--- src/rtl/lifted_scan_pkg.sv ---
// Shared state encoding and counter sizing for the lifted-port scan driver.
// Optional parity feature (macro LIFTED_SCAN_PARITY_EN) lives in the top.
package lifted_scan_pkg;

  typedef logic [2:0] state_t;

  localparam state_t ST_IDLE      = 3'd0;
  localparam state_t ST_SHIFT_IN  = 3'd1;
  localparam state_t ST_UPDATE    = 3'd2;
  localparam state_t ST_SETTLE    = 3'd3;
  localparam state_t ST_CAPTURE   = 3'd4;
  localparam state_t ST_SHIFT_OUT = 3'd5;

  // Headroom of two lets the count reach N+1 when a parity bit is appended.
  function automatic int cnt_w(input int n_in, input int n_out);
    int m;
    m = (n_in > n_out) ? n_in : n_out;
    return $clog2(m + 2);
  endfunction

endpackage

--- src/rtl/lifted_scan_shreg.sv ---
// Shift register: serial-in at the MSB shifting right (LSB-first fill), or
// parallel load then shift right so q_o[0] is the serial-out bit.
module lifted_scan_shreg #(
  parameter int W = 1
) (
  input  logic         clk,
  input  logic         rst,
  input  logic         load_i,
  input  logic [W-1:0] load_data_i,
  input  logic         shift_i,
  input  logic         ser_i,
  output logic [W-1:0] q_o
);

  logic [W-1:0] data_q, data_d, shifted;

  if (W == 1) begin : g_one
    assign shifted = ser_i;
  end else begin : g_wide
    assign shifted = {ser_i, data_q[W-1:1]};
  end

  always_comb begin
    data_d = data_q;
    if (load_i)       data_d = load_data_i;
    else if (shift_i) data_d = shifted;
  end

  // NOTE: a plain register, so it takes the synchronous reset; a RAM-style array would be left unreset.
  always_ff @(posedge clk) begin
    if (rst) data_q <= '0;
    else     data_q <= data_d;
  end

  assign q_o = data_q;

endmodule

--- src/rtl/lifted_port_scan_driver.sv ---
// Serially loads lifted inputs, applies them atomically, settles, captures the
// lifted outputs and streams them back. Optional parity: LIFTED_SCAN_PARITY_EN.
module lifted_port_scan_driver
  import lifted_scan_pkg::*;
#(
  parameter int N_IN   = 2,
  parameter int N_OUT  = 1,
  parameter int SETTLE = 1
) (
  input  logic             CLK,
  input  logic             RESET,
  input  logic             si_data,
  input  logic             si_valid,
  output logic             si_ready,
  output logic             so_data,
  output logic             so_valid,
  input  logic             so_ready,
  output logic [N_IN-1:0]  lifted_input,
  input  logic [N_OUT-1:0] lifted_output,
  output logic             busy,
  output logic             done,
  output logic             err
);

  localparam int CW = cnt_w(N_IN, N_OUT);
`ifdef LIFTED_SCAN_PARITY_EN
  localparam int PAR = 1;
`else
  localparam int PAR = 0;
`endif
  localparam logic [CW-1:0] IN_LAST   = CW'(N_IN + PAR - 1);
  localparam logic [CW-1:0] OUT_LAST  = CW'(N_OUT + PAR - 1);
  localparam logic [CW-1:0] N_IN_C    = CW'(N_IN);
  localparam logic [CW-1:0] N_OUT_C   = CW'(N_OUT);
  localparam int            SW        = (SETTLE > 1) ? $clog2(SETTLE) : 1;
  localparam logic [SW-1:0] SETTLE_LD = SW'((SETTLE > 0) ? SETTLE - 1 : 0);

  state_t          state_q, state_d;
  logic [CW-1:0]   cnt_q, cnt_d;
  logic [SW-1:0]   settle_q, settle_d;
  logic [N_IN-1:0] li_q, li_d;
  logic            done_q, done_d;
  logic [N_IN-1:0]  in_q;
  logic [N_OUT-1:0] cap_q;

  logic si_fire, so_fire, in_shift, out_shift, cap_load;
  assign si_ready  = (state_q == ST_IDLE) || (state_q == ST_SHIFT_IN);
  assign so_valid  = (state_q == ST_SHIFT_OUT);
  assign si_fire   = si_valid && si_ready;
  assign so_fire   = so_valid && so_ready;
  assign in_shift  = si_fire && (cnt_q < N_IN_C);
  assign out_shift = so_fire && (cnt_q < N_OUT_C);
  assign cap_load  = (state_q == ST_CAPTURE);

  lifted_scan_shreg #(.W(N_IN)) u_in_shreg (
    .clk(CLK), .rst(RESET), .load_i(1'b0), .load_data_i('0),
    .shift_i(in_shift), .ser_i(si_data), .q_o(in_q)
  );

  lifted_scan_shreg #(.W(N_OUT)) u_cap_shreg (
    .clk(CLK), .rst(RESET), .load_i(cap_load), .load_data_i(lifted_output),
    .shift_i(out_shift), .ser_i(1'b0), .q_o(cap_q)
  );

`ifdef LIFTED_SCAN_PARITY_EN
  logic par_q, par_d, err_q, err_d;
  assign so_data = (cnt_q == N_OUT_C) ? par_q : cap_q[0];
  assign err     = err_q;
`else
  assign so_data = cap_q[0];
  assign err     = 1'b0;
`endif

  // NOTE: every always_comb output gets a default first so no path can infer a latch.
  always_comb begin
    state_d  = state_q;
    cnt_d    = cnt_q;
    settle_d = settle_q;
    li_d     = li_q;
    done_d   = 1'b0;
`ifdef LIFTED_SCAN_PARITY_EN
    par_d    = par_q;
    err_d    = 1'b0;
`endif
    case (state_q)
      ST_IDLE, ST_SHIFT_IN: begin
        if (si_fire) begin
          if (cnt_q == IN_LAST) begin
            cnt_d   = '0;
            state_d = ST_UPDATE;
`ifdef LIFTED_SCAN_PARITY_EN
            // Parity bit arrives after all data bits are already in in_q.
            if (si_data != ^in_q) begin
              err_d   = 1'b1;
              state_d = ST_IDLE;
            end
`endif
          end else begin
            cnt_d   = cnt_q + 1'b1;
            state_d = ST_SHIFT_IN;
          end
        end
      end
      ST_UPDATE: begin
        li_d = in_q;
        if (SETTLE > 0) begin
          settle_d = SETTLE_LD;
          state_d  = ST_SETTLE;
        end else begin
          state_d  = ST_CAPTURE;
        end
      end
      ST_SETTLE: begin
        if (settle_q == '0) state_d  = ST_CAPTURE;
        else                settle_d = settle_q - 1'b1;
      end
      ST_CAPTURE: begin
        cnt_d   = '0;
        state_d = ST_SHIFT_OUT;
`ifdef LIFTED_SCAN_PARITY_EN
        par_d   = ^lifted_output;
`endif
      end
      ST_SHIFT_OUT: begin
        if (so_fire) begin
          if (cnt_q == OUT_LAST) begin
            cnt_d   = '0;
            done_d  = 1'b1;
            state_d = ST_IDLE;
          end else begin
            cnt_d   = cnt_q + 1'b1;
          end
        end
      end
      default: state_d = ST_IDLE;
    endcase
  end

  // NOTE: state registers use non-blocking assignments so all flops update together.
  always_ff @(posedge CLK) begin
    if (RESET) begin
      state_q  <= ST_IDLE;
      cnt_q    <= '0;
      settle_q <= '0;
      li_q     <= '0;
      done_q   <= 1'b0;
`ifdef LIFTED_SCAN_PARITY_EN
      par_q    <= 1'b0;
      err_q    <= 1'b0;
`endif
    end else begin
      state_q  <= state_d;
      cnt_q    <= cnt_d;
      settle_q <= settle_d;
      li_q     <= li_d;
      done_q   <= done_d;
`ifdef LIFTED_SCAN_PARITY_EN
      par_q    <= par_d;
      err_q    <= err_d;
`endif
    end
  end

  assign lifted_input = li_q;
  assign busy         = (state_q != ST_IDLE);
  assign done         = done_q;

endmodule

--- config.mk ---
export PLATFORM = sky130hd
export DESIGN_NAME = lifted_port_scan_driver
export DESIGN_NICKNAME = d
export VERILOG_FILES = /design/src/rtl/lifted_scan_pkg.sv /design/src/rtl/lifted_scan_shreg.sv /design/src/rtl/lifted_port_scan_driver.sv
export SDC_FILE = /design/constraint.sdc
export NUM_CORES = 1
export LEC_CHECK = 0
export ABC_AREA = 0
export BUFFER_PORTS_ARGS = -buffer_cell sky130_fd_sc_hd__buf_2
export CORE_MARGIN = 8
export CORE_UTILIZATION = 40
export CTS_CLUSTER_SIZE = 24
export DETAILED_ROUTE_END_ITERATION = 7
export HOLD_SLACK_MARGIN = 0.03
export PLACE_DENSITY_LB_ADDON = 0.25
export SETUP_SLACK_MARGIN = 0.4
export SLEW_MARGIN = 20
export SYNTH_ARGS = -nofsm -noshare
export SYNTH_HDL_FRONTEND = slang
export SYNTH_SLANG_ARGS = --single-unit
--- constraint.sdc ---
create_clock -name CLK -period 2.9 [get_ports CLK]
set_input_delay 0.58 -clock CLK [delete_from_list [all_inputs] [get_ports CLK]]
set_output_delay 0.58 -clock CLK [all_outputs]
set_load 0.005 [all_outputs]
== Word level (Yosys, flattened, before mapping) ==
Index checks and enable logic that the tools add are counted.

* Add/sub/neg operators: 2
* $lt $le $gt $ge: 2
* Equal/unequal tests: 10
* Muxes and demuxes: 16
* Bitwise operators: 2
* Reductions and logical operators: 15

{| class="wikitable"
|+ Operators with widths
! cell !! count
|-
| 3-bit one-hot mux with 5 select lines || 1
|-
| 3-bit two-way mux || 4
|-
| 2-bit two-way mux || 5
|-
| 3-bit by 2-bit == test with 1-bit output, second input constant || 2
|-
| 3-bit == test, second input constant || 2
|-
| 2-bit one-hot mux with 3 select lines || 1
|-
| 3-bit nonzero test || 2
|-
| 1-bit logical AND || 4
|-
| 1-bit two-way mux || 4
|-
| 2-bit by 1-bit != test with 1-bit output, second input constant || 2
|-
| 2-bit != test, second input constant || 2
|-
| 4-bit AND reduction || 1
|-
| 2-bit nonzero test || 2
|-
| 3-bit by 1-bit == test with 1-bit output, second input constant || 1
|-
| 3-bit logical NOT || 1
|-
| 3-bit AND reduction || 1
|-
| 3-bit OR reduction || 1
|-
| 2-bit by 1-bit adder with 2-bit output, second input constant || 1
|-
| 2-bit by 1-bit == test with 1-bit output, second input constant || 1
|-
| 2-bit logical NOT || 1
|-
| 2-bit by 1-bit less-than comparator with 1-bit output, second input constant || 1
|-
| 2-bit less-than comparator, second input constant || 1
|-
| 1-bit inverter || 2
|-
| 1-bit one-hot mux with 2 select lines || 1
|-
| 3 further kinds || 3
|}

* Flip-flop bits (word level): 12
* Input port bits: 6
* Output and inout port bits: 8

== Depth between registers and ports, before layout ==
* Depth in word-level cells: 5
* Depth in mapped cells: 5
* Depth with buffers taken out: 5

== Cells and area by module ==
From an unflattened synthesis, not the netlist that was laid out.

* Cell total of the unflattened synthesis: 72
* Area total of the unflattened synthesis: 661.9 µm²

{| class="wikitable"
|+ By module, submodules not included
! module !! instances !! cells each !! area an instance (µm²) !! seq. area each (µm²)
|-
| lifted_port_scan_driver || 1 || 58 || 518.0 || 160.2
|-
| lifted_scan_shreg (u_in_shreg) || 1 || 9 || 91.3 || 40.0
|-
| lifted_scan_shreg (u_cap_shreg) || 1 || 5 || 52.6 || 20.0
|}

== Worst setup path after synthesis ==
OpenSTA, ideal clock, no wires.

* Kind: flip-flop to output port
* Start point: register state_q[0]
* End point: output port busy
* Arrival: 0.861 ns
* Data required time: 2.320 ns
* Setup slack: 1.459 ns
* Stages on the path, launching flop included: 3
* Path through: dfxtp_1 -> clkbuf_1 -> or3_1

* Longest elaborated chain between the ends: 1

{| class="wikitable"
|+ RTL lines
! what !! RTL line !! RTL
|-
| start: declaration || lifted_port_scan_driver.sv:38 || <nowiki>state_t state_q, state_d;</nowiki>
|-
| start signal: assignment || lifted_port_scan_driver.sv:152 || <nowiki>state_q <= state_d;</nowiki>
|-
| 3-bit nonzero test || lifted_port_scan_driver.sv:165 || <nowiki>assign busy = (state_q != ST_IDLE);</nowiki>
|-
| end: declaration || lifted_port_scan_driver.sv:20 || <nowiki>output logic busy,</nowiki>
|}

Every way passes these cells.

== Worst setup path after layout ==
* Start point: register state_q[2]
* End point: output port so_valid

* Longest elaborated chain between the ends: 1

{| class="wikitable"
|+ RTL lines
! what !! RTL line !! RTL
|-
| 3-bit == test || lifted_port_scan_driver.sv:48 || <nowiki>assign so_valid = (state_q == ST_SHIFT_OUT);</nowiki>
|-
| end: declaration || lifted_port_scan_driver.sv:16 || <nowiki>output logic so_valid,</nowiki>
|}

Every way passes these cells.

==> metrics.cfg <==
[clock_network]
clk_latency_ns = 0.27
post_cts_resized = 0
postCtsHoldBufs = 0
clock-sinks = 11
ctsLongestPathBuffers = 2
numCtsBuffers = 3
cts_max_level = 1
cts_tree = built
root_buffer = clkbuf_4
post-cts-setup-buffers = 0
clkSlewWorstSetupHoldPaths_ns = 0.07

[critical_path]
worst-setup-path-type = register to primary output
crit_path_start_kind = register
required_ns = 2.32
arrival_ns = 1.44
cp-end-kind = primary output
crit_path_max_fanout = 11

[logic_synthesis]
ys_warn_count = 0
netlist_area_sq_um = 637
synth_seq_area_share = 0.346
synth_area_leaders = dfxtp_1 35%, ha_1 9.8%, mux2i_1 7.9%, a21oi_1 3.9%, buf_6 3.5%
syn_avg_cell_area_sq_um = 9.23
yosysTopAreaCell = dfxtp_1
synth_nets = 80
netlist_instances = 69
ys_ff_latch = 11
netlist-cell-type-count = 29
yosysTopAreaCellShare = 0.346

[flow_run]
drv_cap = 0

[routing]
vias = 490
wl_microns = 1140
viasPerCell = 5.16
drcViolationCount = 0
dr.pass1.iters = 4
first_iter_violations = 8
ant_nets = 0
wl_per_cell_microns = 12.0

[timing]
finalSetupViolCount = 0
rsz0062_at_grt = no
max_freq_mhz = 496
setup_tns_ns = 0
fin_worst_skew_ns = 0.00721
period_needed_ns = 2.02
hold_viol = 0
min_period_over_period = 0.696
slew_violations = 0

[finish]
area_growth_pct = 10.0
antenna_cells = 0
drive_above_1_share = 0.253
final_cells = 95
nets = 91

[status]
status = complete, no violations

[floorplanning]
row_count = 14
die_h_microns = 55.9
initial_core_util = 0.423
die_area_sq_um = 3120
io-pin-count = 14
die_w_microns = 55.9
fp.coreArea_sq_um = 1510

[global_routing]
antenna_found_initial = 0
grt_usage = 0.0775
grt_first_pass_wirelength_microns = 2000
first_global_vias = 471
grt_overflow_total = 0
grt_max_degree = 14

[placement]
dp.cells = 91
routabilityCongestion = 0.720
place_hpwl_microns = 859
portBuffers = 12

[pwr]
peakVddDrop_mv = 0.289
p_per_area_nw_per_um2 = 482
p_leak_nw = 0.289

[min_path]
hold_path_class = register to register

==> layout by cell type (no fill, tap or decap) <==
| cell | instances |
|---|---|
| buf_2 | 12 |
| dfxtp_1 | 11 |
| nor2_1 | 5 |
| mux2i_1 | 5 |
| a21oi_1 | 5 |
| ha_1 | 5 |
| nand2_1 | 4 |
| and2_1 | 3 |
| nand3b_1 | 3 |
| nand3_1 | 3 |
| clkbuf_4 | 3 |
| or3_1 | 2 |
| inv_1 | 2 |
| nor3b_1 | 2 |
| nor2b_2 | 1 |
| mux2_2 | 1 |
| nor3_1 | 1 |
| nor4b_2 | 1 |
| nand2b_1 | 1 |
| a31oi_1 | 1 |
| a22oi_1 | 1 |
| nor2b_1 | 1 |
| o41ai_1 | 1 |
| o21ba_2 | 1 |
| a311oi_2 | 1 |
| a211oi_1 | 1 |
| conb_1 | 1 |
| clkbuf_1 | 1 |
==> routing by layer <==
| layer | vias up | GRT usage | share of wire |
|---|---|---|---|
| li1 | 260 | - | - |
| met1 | 217 | 0.0842 | 0.46 |
| met2 | 13 | 0.119 | 0.44 |
| met3 | 0 | 0.0616 | 0.10 |
| met4 | 0 | 0.0103 | 0 |
| met5 | - | 0 | 0 |
==> state kept, by name, summed over array words and instances (netlist names) <==
register,cells
cnt_q,2
lifted_input,2
state_q,3
done,1
u_cap_shreg.q_o,1
u_in_shreg.q_o,2
==> path summary, 6_finish.rpt <==
path	from	end	slack (ns)	depth (start not counted)
max	state_q[2]	so_valid	0.88	3
min	lifted_input[0]	lifted_input[0]	0.49	2
max reg2reg	cnt_q[1]	cnt_q[0]	1.46	4
min reg2reg	lifted_input[0]	lifted_input[0]	0.49	2
==> synthesized netlist by cell type <==
master and n:
nor4b_2 1, o41ai_1 1, conb_1 1, nand3_1 3
buf_2 1, ha_1 5, nor2b_1 1, a22oi_1 1
a21oi_1 5, dfxtp_1 11, clkbuf_1 2, mux2_2 1
a211oi_1 1, o21ba_2 1, buf_6 2, nand2_1 4
nor3b_1 2, and2_1 3, nand2b_1 1, a311oi_2 1
mux2i_1 5, nor2b_2 1, nand3b_1 3, or3_1 2
a31oi_1 1, nor3_1 1, inv_1 2, buf_4 1
nor2_1 5
==> cell type report <==
| type | instances | area (sq um) |
|---|---|---|
| multi-input combinational | 50 | 367 |
| sequential | 11 | 220 |
| inverter | 2 | 7.51 |
| tap | 16 | 20.0 |
| fill | 158 | 806 |
| clock buffer | 4 | 26.3 |
| timing repair buffer | 12 | 60.1 |
==> critical path, cell delays in order (launching register included) <==
cell and delay, ns:
dfxtp_1 0.51, nor2b_2 0.37, and2_1 0.18, buf_2 0.11
==> metrics by stage <==
step | hold slack (ns) | power, mW | utilization | worst slack (ns) | area [sq um]
after detailed placement | 0.484 | 0.241 | 0.448 | 1.16 | 674
after floorplan | 0.460 | 0.226 | - | 1.46 | 637
after CTS | 0.501 | 0.345 | 0.465 | 0.854 | 701
final | 0.488 | 0.338 | 0.465 | 0.882 | 701
after global routing | 0.547 | 0.365 | 0.465 | 0.746 | 701
after global placement | 0.473 | 0.241 | 0.448 | 1.21 | 674
==> logic make-up (layout without fill, tap and decap cells) <==
kind of cell / count (synthesis) / after routing / synth area share
other: 1 / 1 / 0.00589
adders and majority gates: 5 / 5 / 0.0982
buffers and inverters: 8 / 18 / 0.0786
DFF: 11 / 11 / 0.346
muxes: 6 / 6 / 0.0963
AOI/OAI and AO/OA: 11 / 11 / 0.126
and+or+nand+nor: 27 / 27 / 0.249
==> report_power, final <==
group          total (mW)  switching (mW)  internal [mW]
combinational      0.0623          0.0299         0.0324
sequential          0.174          0.0142          0.160
clock               0.102          0.0487         0.0532
No activity file was read; power rests on OpenSTA's default activity.
